### src/rtl/avm_arbiter2.sv
// Two-master Avalon-MM arbiter: grants whole read/write bursts to m0 or m1,
// locks the grant until the last beat completes and steers read data to the owner.
module avm_arbiter2 #(
    parameter bit RR = 1'b1
) (
    input  logic        clk,
    input  logic        rst_n,
    input  logic [29:0] m0_address,
    input  logic [31:0] m0_writedata,
    input  logic [3:0]  m0_byteenable,
    input  logic [3:0]  m0_burstcount,
    input  logic        m0_read,
    input  logic        m0_write,
    output logic        m0_waitrequest,
    output logic        m0_readdatavalid,
    output logic [31:0] m0_readdata,
    input  logic [29:0] m1_address,
    input  logic [31:0] m1_writedata,
    input  logic [3:0]  m1_byteenable,
    input  logic [3:0]  m1_burstcount,
    input  logic        m1_read,
    input  logic        m1_write,
    output logic        m1_waitrequest,
    output logic        m1_readdatavalid,
    output logic [31:0] m1_readdata,
    output logic [29:0] s_address,
    output logic [31:0] s_writedata,
    output logic [3:0]  s_byteenable,
    output logic [3:0]  s_burstcount,
    output logic        s_read,
    output logic        s_write,
    input  logic        s_waitrequest,
    input  logic        s_readdatavalid,
    input  logic [31:0] s_readdata
);

    typedef enum logic [1:0] {IDLE, WRITE, READ} state_t;

    state_t     state_q, state_d;
    logic [3:0] beats_q, beats_d;
    logic       owner_q, owner_d;
    logic       last_q, last_d;

    logic       req0, req1, gnt, sel, fwd;

    always_comb begin
        req0 = m0_read | m0_write;
        req1 = m1_read | m1_write;
        // On contention, round-robin favours whoever was not served last.
        if (req0 && req1) gnt = RR ? ~last_q : 1'b0;
        else              gnt = req1;
        sel = (state_q == IDLE) ? gnt : owner_q;
    end

    always_comb begin
        s_address    = sel ? m1_address    : m0_address;
        s_writedata  = sel ? m1_writedata  : m0_writedata;
        s_byteenable = sel ? m1_byteenable : m0_byteenable;
        s_burstcount = sel ? m1_burstcount : m0_burstcount;
        s_read       = rst_n && (state_q == IDLE) && (sel ? m1_read : m0_read);
        s_write      = rst_n && (state_q != READ) && (sel ? m1_write : m0_write);

        m0_waitrequest = !rst_n || (state_q == READ) || sel  || s_waitrequest;
        m1_waitrequest = !rst_n || (state_q == READ) || !sel || s_waitrequest;

        fwd              = rst_n && (state_q == READ) && s_readdatavalid;
        m0_readdatavalid = fwd && !owner_q;
        m1_readdatavalid = fwd && owner_q;
        m0_readdata      = s_readdata;
        m1_readdata      = s_readdata;
    end

    always_comb begin
        state_d = state_q;
        beats_d = beats_q;
        owner_d = owner_q;
        last_d  = last_q;
        case (state_q)
            IDLE: begin
                if (s_read && !s_waitrequest) begin
                    owner_d = gnt;
                    beats_d = (s_burstcount == 4'd0) ? 4'd1 : s_burstcount;
                    state_d = READ;
                end else if (s_write && !s_waitrequest) begin
                    if (s_burstcount <= 4'd1) begin
                        last_d = gnt;
                    end else begin
                        owner_d = gnt;
                        beats_d = s_burstcount - 4'd1;
                        state_d = WRITE;
                    end
                end
            end
            READ: begin
                if (s_readdatavalid) begin
                    beats_d = beats_q - 4'd1;
                    if (beats_q == 4'd1) begin
                        state_d = IDLE;
                        last_d  = owner_q;
                    end
                end
            end
            WRITE: begin
                // An owner that pauses mid-burst keeps the lock indefinitely.
                if (s_write && !s_waitrequest) begin
                    beats_d = beats_q - 4'd1;
                    if (beats_q == 4'd1) begin
                        state_d = IDLE;
                        last_d  = owner_q;
                    end
                end
            end
            default: state_d = IDLE;
        endcase
    end

    always_ff @(posedge clk or negedge rst_n) begin
        if (!rst_n) begin
            state_q <= IDLE;
            beats_q <= 4'd0;
            owner_q <= 1'b0;
            last_q  <= 1'b1;
        end else begin
            state_q <= state_d;
            beats_q <= beats_d;
            owner_q <= owner_d;
            last_q  <= last_d;
        end
    end

endmodule

### config.mk
export PLATFORM = sky130hd
export DESIGN_NAME = avm_arbiter2
export DESIGN_NICKNAME = d
export VERILOG_FILES = /design/src/rtl/avm_arbiter2.sv
export SDC_FILE = /design/constraint.sdc
export NUM_CORES = 1
export LEC_CHECK = 0
export ABC_CLOCK_PERIOD_IN_PS = 3700
export BUFFER_PORTS_ARGS = -buffer_cell sky130_fd_sc_hd__buf_2
export CAP_MARGIN = 10
export CELL_PAD_IN_SITES_DETAIL_PLACEMENT = 0
export CELL_PAD_IN_SITES_GLOBAL_PLACEMENT = 1
export CORE_AREA = 2 2 125 127
export CTS_BUF_LIST = sky130_fd_sc_hd__clkbuf_8 sky130_fd_sc_hd__clkbuf_16
export CTS_CLUSTER_SIZE = 28
export DETAILED_ROUTE_END_ITERATION = 16
export DIE_AREA = 0 0 127 129
export PLACE_DENSITY = 0.7
export SETUP_SLACK_MARGIN = 0.02
export SYNTH_ARGS = -nofsm -noshare
export SYNTH_HDL_FRONTEND = slang
export SYNTH_SLANG_ARGS = --single-unit
### constraint.sdc
create_clock -name clk -period 3.7 [get_ports clk]
set_clock_uncertainty 0.05 [all_clocks]
set_input_delay 0 -clock clk [delete_from_list [all_inputs] [get_ports clk]]
set_output_delay 0 -clock clk [all_outputs]
set_load 0.01 [all_outputs]
# Yosys cells after proc, flatten, opt, wreduce, memory -nomap -nowiden
# Index checks and enable logic that the tools add are counted.
[totals]
ff_bits = 8
inputBits = 180
output_inout_bits = 140
word_cells = 82
[op_classes]
addsub = 2
n_lt_le_gt_ge = 1
eq_ne = 12
mux = 32
bitwise_logic = 3
n_reduce_logical = 28
[op_table]
columns = ["cell", "n"]
rows = [
  ["32-bit 2-to-1 mux", 1],
  ["4-bit 2-to-1 mux", 8],
  ["30-bit 2-to-1 mux", 1],
  ["1-bit 2-to-1 mux", 13],
  ["2-bit 2-to-1 mux", 6],
  ["4-bit case mux with 3 select lines", 1],
  ["1-bit logical AND", 11],
  ["2-bit inequality test (second input constant)", 5],
  ["4-bit by 1-bit subtractor with 4-bit output (second input constant)", 2],
  ["2-bit case mux with 3 select lines", 1],
  ["6-bit AND reduction", 1],
  ["1-bit logical OR", 5],
  ["5-bit AND reduction", 1],
  ["4-bit by 1-bit equality test with 1-bit output (second input constant)", 1],
  ["4-bit by 1-bit less-or-equal comparator with 1-bit output (second input constant)", 1],
  ["1-bit logical NOT", 4],
  ["4-bit logical NOT", 1],
  ["2-bit by 1-bit inequality test with 1-bit output (second input constant)", 2],
  ["4-bit AND reduction", 1],
  ["3-bit by 1-bit inequality test with 1-bit output (second input constant)", 1],
  ["3-bit inequality test (second input constant)", 1],
  ["1-bit case mux with 3 select lines", 1],
  ["3-bit AND reduction", 1],
  ["3-bit nonzero test", 1],
  ["other kinds (6)", 7],
]

# Logic depth before layout (Yosys ltp)
# Gate-level depths: netlist (run 1).
[logic_depth]
depth_word = 10
mapped_depth = 14
ltp_nobuf = 12

# Least setup slack after synthesis (run 1)
# OpenSTA, ideal clock, no wires.
[synth_path]
path_kind = "register -> register"
start = "register state_q[0]"
end = "register owner_q"
setup_ns = 0.128
t_arrival_ns = 2.526
required_time_ns = 3.522
slack_ns = 0.996
stages_incl_launch_ff = 15
path_buffers = 2
period_less_slack_ns = 2.704
path_cell_list = "dfrtp_1 inv_1 ha_1 buf_4 nor2b_2 a31oi_2 buf_6 mux2i_4 inv_1 ha_1 inv_1 o311ai_1 a21oi_2 o21ai_1 mux2_1"
[synth_via]
elab_chain_cells = 7
word_cells_on_any_way = 17
classes_between = "order compare: 1; eq/ne: 2; mux: 5; reduce/logical: 9"
[synth_lines]
columns = ["item", "line", "text"]
rows = [
  ["from (decl)", "39", "state_t state_q, state_d;"],
  ["from (signal assigned)", "124", "state_q <= state_d;"],
  ["parallel branches: the longest is 7 deep, another holds 4-bit by 1-bit less-or-equal comparator with 1-bit output", "-", ""],
  ["to (signal assigned)", "126", "owner_q <= owner_d;"],
  ["to (decl)", "41", "logic owner_q, owner_d;"],
]
# Several ways; the timed one is not identified.
# A chain may end at the register's enable or synchronous reset.

# Worst setup path in the final report (run 1)
[layout_path]
start = "register state_q[0]"
end = "output port s_writedata[8]"
[layout_via]
elab_chain_cells = 3
[layout_lines]
columns = ["item", "line", "text"]
rows = [
  ["2-bit logical NOT", "52", "sel = (state_q == IDLE) ? gnt : owner_q;"],
  ["1-bit 2-to-1 mux", "52", ""],
  ["32-bit 2-to-1 mux", "57", "s_writedata = sel ? m1_writedata : m0_writedata;"],
  ["to (decl)", "27", "output logic [31:0] s_writedata,"],
]
# Every way passes these cells.

==> metrics, run 1 <==
die width=127 um; CP delay by family, top=buffers and inverters; Post-Syn Area=2350 um2; clock latency on the worst-skew pair=230 ps; unrepaired setup endpoints after global routing=false; GPL Wtd Cong=0.766; arrival time worst endpoint=2970 ps; I/O pin count=320; initial antenna violation count=11; Worst EP required=3650 ps; initial core utilization=0.157; Min Hold Slack=130 ps; buffers inserted by post-CTS timing repair=0; met2 Use GR=0.201; f_max=331 MHz; reg2reg start=state_q[0]; Final Cycle Share=0.817; Final Hold Vio Count=0; CTS tree=built; synthesized flop and latch total=8; # Max-Cap Violations=0; Routed Antenna Nets=0; critical path class=register to output port; core area=15000 um2; M1 GR Usage=0.163; input/output buffers=223; DR vias=2559; global-route wire length before repair=15000 um; worst hold path class=primary input to asynchronous set/reset pin; global-route usage over all layers=0.125; DRT iter0 DRCs=123; WL final=11600 um; leading post-synthesis cells by cell area=mux2_2 33%, buf_4 21%, dfrtp_1 7.5%; leading area contributor after synthesis=mux2_2; TritonRoute pass-1 iters=4; Post-synth ARST share=1.00; outcome=finished clean; Mapped Cells=262; Filler Cells Inserted=1641; TNS Setup=0 ps; final setup vio count=0; CP max FO=53; Main synth FF type=dfrtp_1; busiest grt layer=met2; Synth warnings=0; worst rel slew slack=0.562; worst-path cell chain=inv_1 -> ha_1 -> nor2b_2 -> a31oi_4 -> buf_4 -> buf_4 -> mux2_2 -> buf_2; largest net degree at the start of global routing=54; Worst setup EP type=output port; capture point of the worst reg-to-reg path=beats_q[3]; sequential cell area fraction in the yosys report=0.0858; commonest cells in the netlist=69 x mux2_2, 66 x buf_4, 13 x inv_1; PD cells=799 nW/um2; Inst Count DP=602; Layout area overhead=53.9%; H-tree depth=1; clk slew on worst S/H paths=40 ps; most numerous cell on the critical path=buf_4; CTS resizes=0; DRC violations left=0; standard-cell rows=45; Num CTS Buffers=3; deepest clock path buffer count=2; gr ovfl total=0; hold_buf cts=33; count leader, synth=mux2_2; Max Slew Vio Count=0; number of flops mapped to enable cells by yosys=0; layout cell share with drive strength beyond 1=0.692; maximum vdd ir drop=0.409 mV; clock root cell=clkbuf_16; Worst Tran Pin Value=657 ps; vias in the first global route=2400; post-synth top area share=0.331; slowest stage delay, CP=570 ps; post-DP HPWL=10300 um; WP buf/inv=4; die area=16400 um2; Pleak=0.00181 uW; Cell variety after synth=57; DR vias/cell=3.96; Nets=640; Layout Cells excl Fill=646; minimum clock period=3020 ps; Clock Sinks=8; met3 Use GR=0.0470; startpoint types=register; Avg Cell Area, Syn=8.96 um2; r2r setup slk=710 ps; Syn Nets=450; r2r worst-path depth=9; drt wl/cell=17.9 um; Die Span Y=129 um; slowest cell on the critical path=buf_4
==> area by class of cell <==
class	count	area, um2	share of cell area
antenna	7	17.5	0.00485
clock buffer	3	75.1	0.0208
clock inverter	1	3.75	0.00104
inverter	14	52.6	0.0145
multi-input combinational	167	1570	0.434
sequential	8	201	0.0557
tap	188	235	0.0651
timing repair buffer	258	1460	0.404
==> cells in the final DEF (no fill, tap or decap), drive strengths merged, types with 2 or more instances in the layout <==
master | netlist | final
nand2b | 3 | 3
mux2i | 3 | 3
diode | 0 | 7
nor2b | 6 | 6
dfrtp | 7 | 7
nand2 | 9 | 9
a21oi | 4 | 4
a221o | 2 | 2
o211a | 2 | 2
inv | 14 | 15
buf | 73 | 225
a211oi | 3 | 3
nand3 | 5 | 5
and2b | 3 | 3
o21ai | 7 | 7
nor2 | 9 | 9
clkbuf | 0 | 3
or2 | 2 | 2
dlygate4sd3 | 0 | 33
o211ai | 3 | 3
ha | 8 | 8
mux2 | 74 | 74
==> state kept, by name (all words and copies together), names as in the netlist <==
register	cells
owner_q	1
state_q	2
beats_q	4
last_q	1
==> metrics by stage <==
stage          utilization  setup slack [ps]  power, uW  cell area [um2]
6_report             0.241               679       2890             3610
5_1_grt              0.240               449       3100             3600
4_1_cts              0.240               659       2920             3600
3_5_place_dp         0.213               672       2660             3190
3_3_place_gp         0.213               732       2670             3190
2_1_floorplan            -               996       1970             2350
==> how the worst max path moves through the flow <==
stage / start / end / slack, ps / cells after the start
2_1_floorplan: state_q[0] / owner_q / 1000 / 14
3_3_place_gp: state_q[0] / beats_q[3] / 730 / 9
3_5_place_dp: state_q[1] / beats_q[3] / 670 / 9
4_1_cts: state_q[0] / s_writedata[8] / 660 / 8
5_1_grt: state_q[1] / beats_q[3] / 450 / 9
6_report: state_q[0] / s_writedata[8] / 680 / 8
==> per-layer routing <==
metal	wire (um)	share of wire	vias up
li1	-	-	1253
met1	4940	0.43	1161
met2	5500	0.48	135
met3	1060	0.092	6
met4	39	0.0034	4
met5	26	0.0022	-
==> kinds of logic (layout without fill, tap and decap cells) <==
group | Yosys count | in the layout | share of synthesized area
XOR/XNOR | 2 | 2 | 0.00746
multiplexers | 77 | 77 | 0.376
flip-flops | 8 | 8 | 0.0858
other | 0 | 7 | 0
AND/OR/NAND/NOR | 45 | 45 | 0.108
buffers and inverters | 87 | 276 | 0.251
AO/OA/AOI/OAI | 35 | 35 | 0.129
adder cells (fa/ha/maj) | 8 | 8 | 0.0426
==> power breakdown <==
group,total (uW),internal [uW],switching (uW)
Clock,185,141,44.4
Sequential,193,142,51.2
Combinational,2510,1200,1310
Note: power is estimated with default switching activity, not from simulation.
==> inputs of run 2 (changes only) <==
--- a/config.mk
+++ b/config.mk
@@ -5,7 +5,7 @@
 export SDC_FILE = /design/constraint.sdc
 export NUM_CORES = 1
 export LEC_CHECK = 0
-export ABC_CLOCK_PERIOD_IN_PS = 3700
+export ABC_CLOCK_PERIOD_IN_PS = 2850
 export BUFFER_PORTS_ARGS = -buffer_cell sky130_fd_sc_hd__buf_2
 export CAP_MARGIN = 10
 export CELL_PAD_IN_SITES_DETAIL_PLACEMENT = 0
==> constraint.sdc (replaced) <==
create_clock -name clk -period 2.85 [get_ports clk]
set_clock_uncertainty 0.05 [all_clocks]
set_input_delay 0 -clock clk [delete_from_list [all_inputs] [get_ports clk]]
set_output_delay 0 -clock clk [all_outputs]
set_load 0.01 [all_outputs]
==> metrics, run 2 (same netlist as run 1, synthesis figures left out) <==
outcome=finished clean; final setup vio count=0; leading cell type in the layout, fill and taps excluded=buf_2; unrepaired setup endpoints after global routing=false; Num CTS Buffers=3; Regs by FF count=beats_q: 4 flops, state_q: 2 flops; TNS Setup=0 ps; most numerous cell on the critical path=buf_4; Final Cycle Share=0.929; switching share of power=0.481; die area=16400 um2; Power Total=3820 uW; clock share of power=0.064; Sw Pwr=1840 uW; largest register by flop count=beats_q; fin worst setup slack=202 ps; drt wl/cell=17.8 um; Max Slew Vio Count=0; worst-path cell chain=inv_1 -> ha_2 -> nor2b_2 -> a31oi_4 -> buf_4 -> mux2_4 -> a21oi_2 -> buf_4 -> o21ai_2 -> mux2_1; startpoint types=register; Routed Antenna Nets=0; clk slew on worst S/H paths=40 ps; deepest clock path buffer count=2; TritonRoute pass-1 iters=4; DR vias=2570; GPL Wtd Cong=0.799; initial antenna violation count=9; die width=127 um; Clock Sinks=8; global-route usage over all layers=0.126; Die Span Y=129 um; minimum clock period=2650 ps; Pleak=0.00183 uW; largest net degree at the start of global routing=52; Sequential Power Share=0.065; Layout area overhead=56.0%; Nets=646; standard-cell rows=45; Worst setup EP type=register; Worst EP required=2910 ps; f_max=378 MHz; Inst Count DP=607; global-route wire length before repair=15300 um; DRC violations left=0; DR vias/cell=3.94; core area=15000 um2; # Max-Cap Violations=0; PD cells=1040 nW/um2; H-tree depth=1; WL final=11600 um; post-route cell area=3660 um2; clock latency on the worst-skew pair=230 ps; post-DP HPWL=10200 um; Comb power frac=0.871; CTS tree=built; vias in the first global route=2508; layout cell share with drive strength beyond 1=0.700; Final Hold Vio Count=0; I/O pin count=320; dpl cell area=3220 um2; critical path class=register to register; worst rel slew slack=0.569; WP buf/inv=3; Layout Cells excl Fill=652; CP delay by family, top=multiplexers; arrival time worst endpoint=2710 ps; Worst Tran Pin Value=647 ps; clock root cell=clkbuf_16; Int Pwr=1980 uW; CP max FO=21; DRT iter0 DRCs=111; gr ovfl total=0; DP Worst Slack=86.4 ps; worst hold path class=primary input to asynchronous set/reset pin; max reg flops=4; slowest stage delay, CP=410 ps; initial core utilization=0.157; maximum vdd ir drop=0.552 mV; slowest cell on the critical path=dfrtp_1; input/output buffers=223; most frequent cells in the layout=223 x buf_2, 69 x mux2_2, 33 x dlygate4sd3_1, 14 x inv_1
[run 2: worst paths after layout]
path | to | from | slack (ps) | cells past startpoint
min reg2reg | state_q[1] | state_q[1] | 530 | 1
max | beats_q[0] | state_q[1] | 200 | 10
max in group asynchronous | last_q | rst_n | 2320 | 2
max reg2reg | beats_q[0] | state_q[1] | 200 | 10
min in group clk | s_address[9] | m1_address[9] | 260 | 3
min | beats_q[3] | rst_n | 140 | 2
[run 2: worst reg2reg max path: cells and delay by family, from the launching register on]
family,cells,cell delay [ps]
muxes,2,690
AOI/OAI and AO/OA,3,480
adders and majority gates,1,240
buffers and inverters,3,600
DFF,1,410
and+or+nand+nor,1,70
[run 2: final cells by class]
cell class,count,area (um2)
fill,1626,11300
antenna,7,17.5
sequential,8,201
multi-input combinational,167,1570
clock inverter,1,3.75
clock buffer,3,75.1
inverter,14,52.6
tap,188,235
timing repair buffer,264,1510
[run 2: power groups by stage]
stage                     registers (uW)  clock network [uW]  logic (uW)
after floorplan                      230                   0        2330
after global placement               252                   0        3280
after detailed placement             250                   0        3260
after CTS                            248                 248        3350
after global routing                 259                 255        3590
final                                250                 244        3330
[run 2: timing repair]
action,in CTS,in global routing
endpoints found under the setup margin,0,4
hold buffers,33,0
hold endpoints to repair,72,0
setup buffers,0,1
gates resized for setup,0,2
[run 2: metal layers]
metal  track usage  wire [um]
met2         0.208       5540
met4        0.0142         37
met5             0          0
met1         0.164       4800
met3        0.0462       1230
[run 2: per-stage QoR]
step | hold slack, ps | utilization
after floorplan | -346 | -
after global placement | -151 | 0.215
after detailed placement | -151 | 0.215
after CTS | 141 | 0.243
after global routing | 156 | 0.244
final | 139 | 0.245
==> inputs of run 3 (changes only) <==
--- a/config.mk
+++ b/config.mk
@@ -5,7 +5,7 @@
 export SDC_FILE = /design/constraint.sdc
 export NUM_CORES = 1
 export LEC_CHECK = 0
-export ABC_CLOCK_PERIOD_IN_PS = 2850
+export ABC_CLOCK_PERIOD_IN_PS = 2200
 export BUFFER_PORTS_ARGS = -buffer_cell sky130_fd_sc_hd__buf_2
 export CAP_MARGIN = 10
 export CELL_PAD_IN_SITES_DETAIL_PLACEMENT = 0
@@ -15,7 +15,7 @@
 export CTS_CLUSTER_SIZE = 28
 export DETAILED_ROUTE_END_ITERATION = 16
 export DIE_AREA = 0 0 127 129
-export PLACE_DENSITY = 0.7
+export PLACE_DENSITY = 0.73
 export SETUP_SLACK_MARGIN = 0.02
 export SYNTH_ARGS = -nofsm -noshare
 export SYNTH_HDL_FRONTEND = slang
==> constraint.sdc (replaced) <==
create_clock -name clk -period 2.2 [get_ports clk]
set_clock_uncertainty 0.05 [all_clocks]
set_input_delay 0 -clock clk [delete_from_list [all_inputs] [get_ports clk]]
set_output_delay 0 -clock clk [all_outputs]
set_load 0.01 [all_outputs]
==> metrics, run 3 (same netlist as run 1, synthesis figures left out) <==
critical path class=register to register; CP delay by family, top=compound AO/OA/AOI/OAI gates; slowest cell on the critical path=dfrtp_1; DR vias/cell=4.04; dpl cell area=3450 um2; Routed Antenna Nets=0; Final Cycle Share=1.10; core area=15000 um2; clk slew on worst S/H paths=40 ps; clock latency on the worst-skew pair=240 ps; die width=127 um; Layout Cells excl Fill=676; largest net degree at the start of global routing=28; I/O pin count=320; TNS Setup=-9600 ps; Final Hold Vio Count=0; outcome=complete, but fails checks; Clock Sinks=8; arrival time worst endpoint=2500 ps; Power Total=6120 uW; WP buf/inv=4; post-DP HPWL=9350 um; WL final=11400 um; DRT iter0 DRCs=119; leading cell type in the layout, fill and taps excluded=buf_2; DP Worst Slack=-322 ps; startpoint types=register; layout cell share with drive strength beyond 1=0.732; Seq. cell area=201 um2; maximum vdd ir drop=1.13 mV; H-tree depth=1; CP max FO=5; fin worst setup slack=-229 ps; DRC violations left=0; largest register by flop count=beats_q; TritonRoute pass-1 iters=4; gr ovfl total=0; worst rel slew slack=0.763; final setup vio count=65; PD cells=1520 nW/um2; Regs by FF count=beats_q: 4 flops, state_q: 2 flops; Num CTS Buffers=3; worst-path cell chain=inv_2 -> ha_4 -> buf_12 -> a31oi_4 -> mux2i_4 -> inv_1 -> ha_2 -> inv_2 -> o311ai_4 -> a21oi_4 -> o21ai_2 -> mux2_4; failing checks=negative setup slack; Die Span Y=129 um; standard-cell rows=45; Worst EP required=2270 ps; input/output buffers=223; Inst Count DP=630; max reg flops=4; drt wl/cell=16.9 um; Nets=677; GPL Wtd Cong=0.777; Pleak=0.00204 uW; CTS tree=built; most numerous cell on the critical path=inv_2; global-route wire length before repair=14600 um; Worst Tran Pin Value=353 ps; Filler Cells Inserted=1659; deepest clock path buffer count=2; minimum clock period=2430 ps; post-route cell area=4040 um2; global-route usage over all layers=0.118; clock root cell=clkbuf_16; worst hold path class=primary input to asynchronous set/reset pin; Layout area overhead=71.9%; # Max-Cap Violations=0; initial antenna violation count=0; Worst setup EP type=register; slowest stage delay, CP=350 ps; vias in the first global route=2554; area of the multi-input gates=1630 um2; unrepaired setup endpoints after global routing=true; most frequent cells in the layout=223 x buf_2, 68 x mux2_2, 33 x dlygate4sd3_1, 31 x buf_4, 11 x inv_1; DR vias=2732; die area=16400 um2; initial core utilization=0.157; ANT cells=0; Max Slew Vio Count=0; f_max=412 MHz
-- run 3: cell count changes in the layout (fill, tap and decap cells not counted), moves of 3 or more --
cell	before	now
inv_1	14	11
buf_4	8	31
inv_2	1	4
diode_2	7	0
-- run 3: final cells by class --
type | count | share of cell area
Clock inverter | 1 | 0.000930
Timing Repair Buffer | 295 | 0.455
Clock buffer | 3 | 0.0186
Sequential cell | 8 | 0.0499
Inverter | 14 | 0.0130
Multi-Input combinational cell | 167 | 0.404
Tap cell | 188 | 0.0583
-- run 3: metrics by stage --
| stage | utilization | hold WS (ps) |
|---|---|---|
| floorplan | - | -346 |
| global placement | 0.230 | -72.8 |
| detailed placement | 0.230 | -76.2 |
| CTS | 0.267 | 199 |
| global route | 0.270 | 225 |
| finish | 0.270 | 199 |
-- run 3: path summary, 6_finish.rpt --
check / end / slack [ps] / startpoint / cells after the start
min in group clk: s_writedata[26] / 260 / m0_writedata[26] / 3
max in group asynchronous: last_q / 1670 / rst_n / 3
hold reg to reg: beats_q[1] / 550 / beats_q[1] / 2
setup reg to reg: beats_q[0] / -230 / state_q[1] / 12
setup / recovery: beats_q[0] / -230 / state_q[1] / 12
hold / removal: beats_q[3] / 200 / rst_n / 3
-- run 3: report_power, final --
group / switching, uW / internal [uW]
registers: 57.0 / 239
clock network: 84.6 / 238
logic: 2580 / 2930
-- run 3: metal layers --
| metal | global-route usage | routed length (um) | share of wire | vias to the layer above |
|---|---|---|---|---|
| met5 | 0 | 0 | 0 | - |
| met3 | 0.0158 | 780 | 0.068 | 7 |
| li1 | - | - | - | 1313 |
| met1 | 0.166 | 5250 | 0.46 | 1248 |
| met2 | 0.193 | 5310 | 0.46 | 164 |
| met4 | 0.0233 | 83 | 0.0073 | 0 |
-- run 3: what timing repair did --
action / 4_1_cts / 5_1_grt
hold buffers: 33 / 0
cloned: 1 / 1
buffers inserted: 7 / 0
resized for setup: 14 / 1
endpoints found under the hold margin: 72 / 0
pin swaps: 3 / 0
setup endpoints to repair: 61 / 75
-- run 3: tightest hold or removal path: stages --
cell	delay (ps)
dlygate4sd3_1	520
buf_2	120
buf_4	200
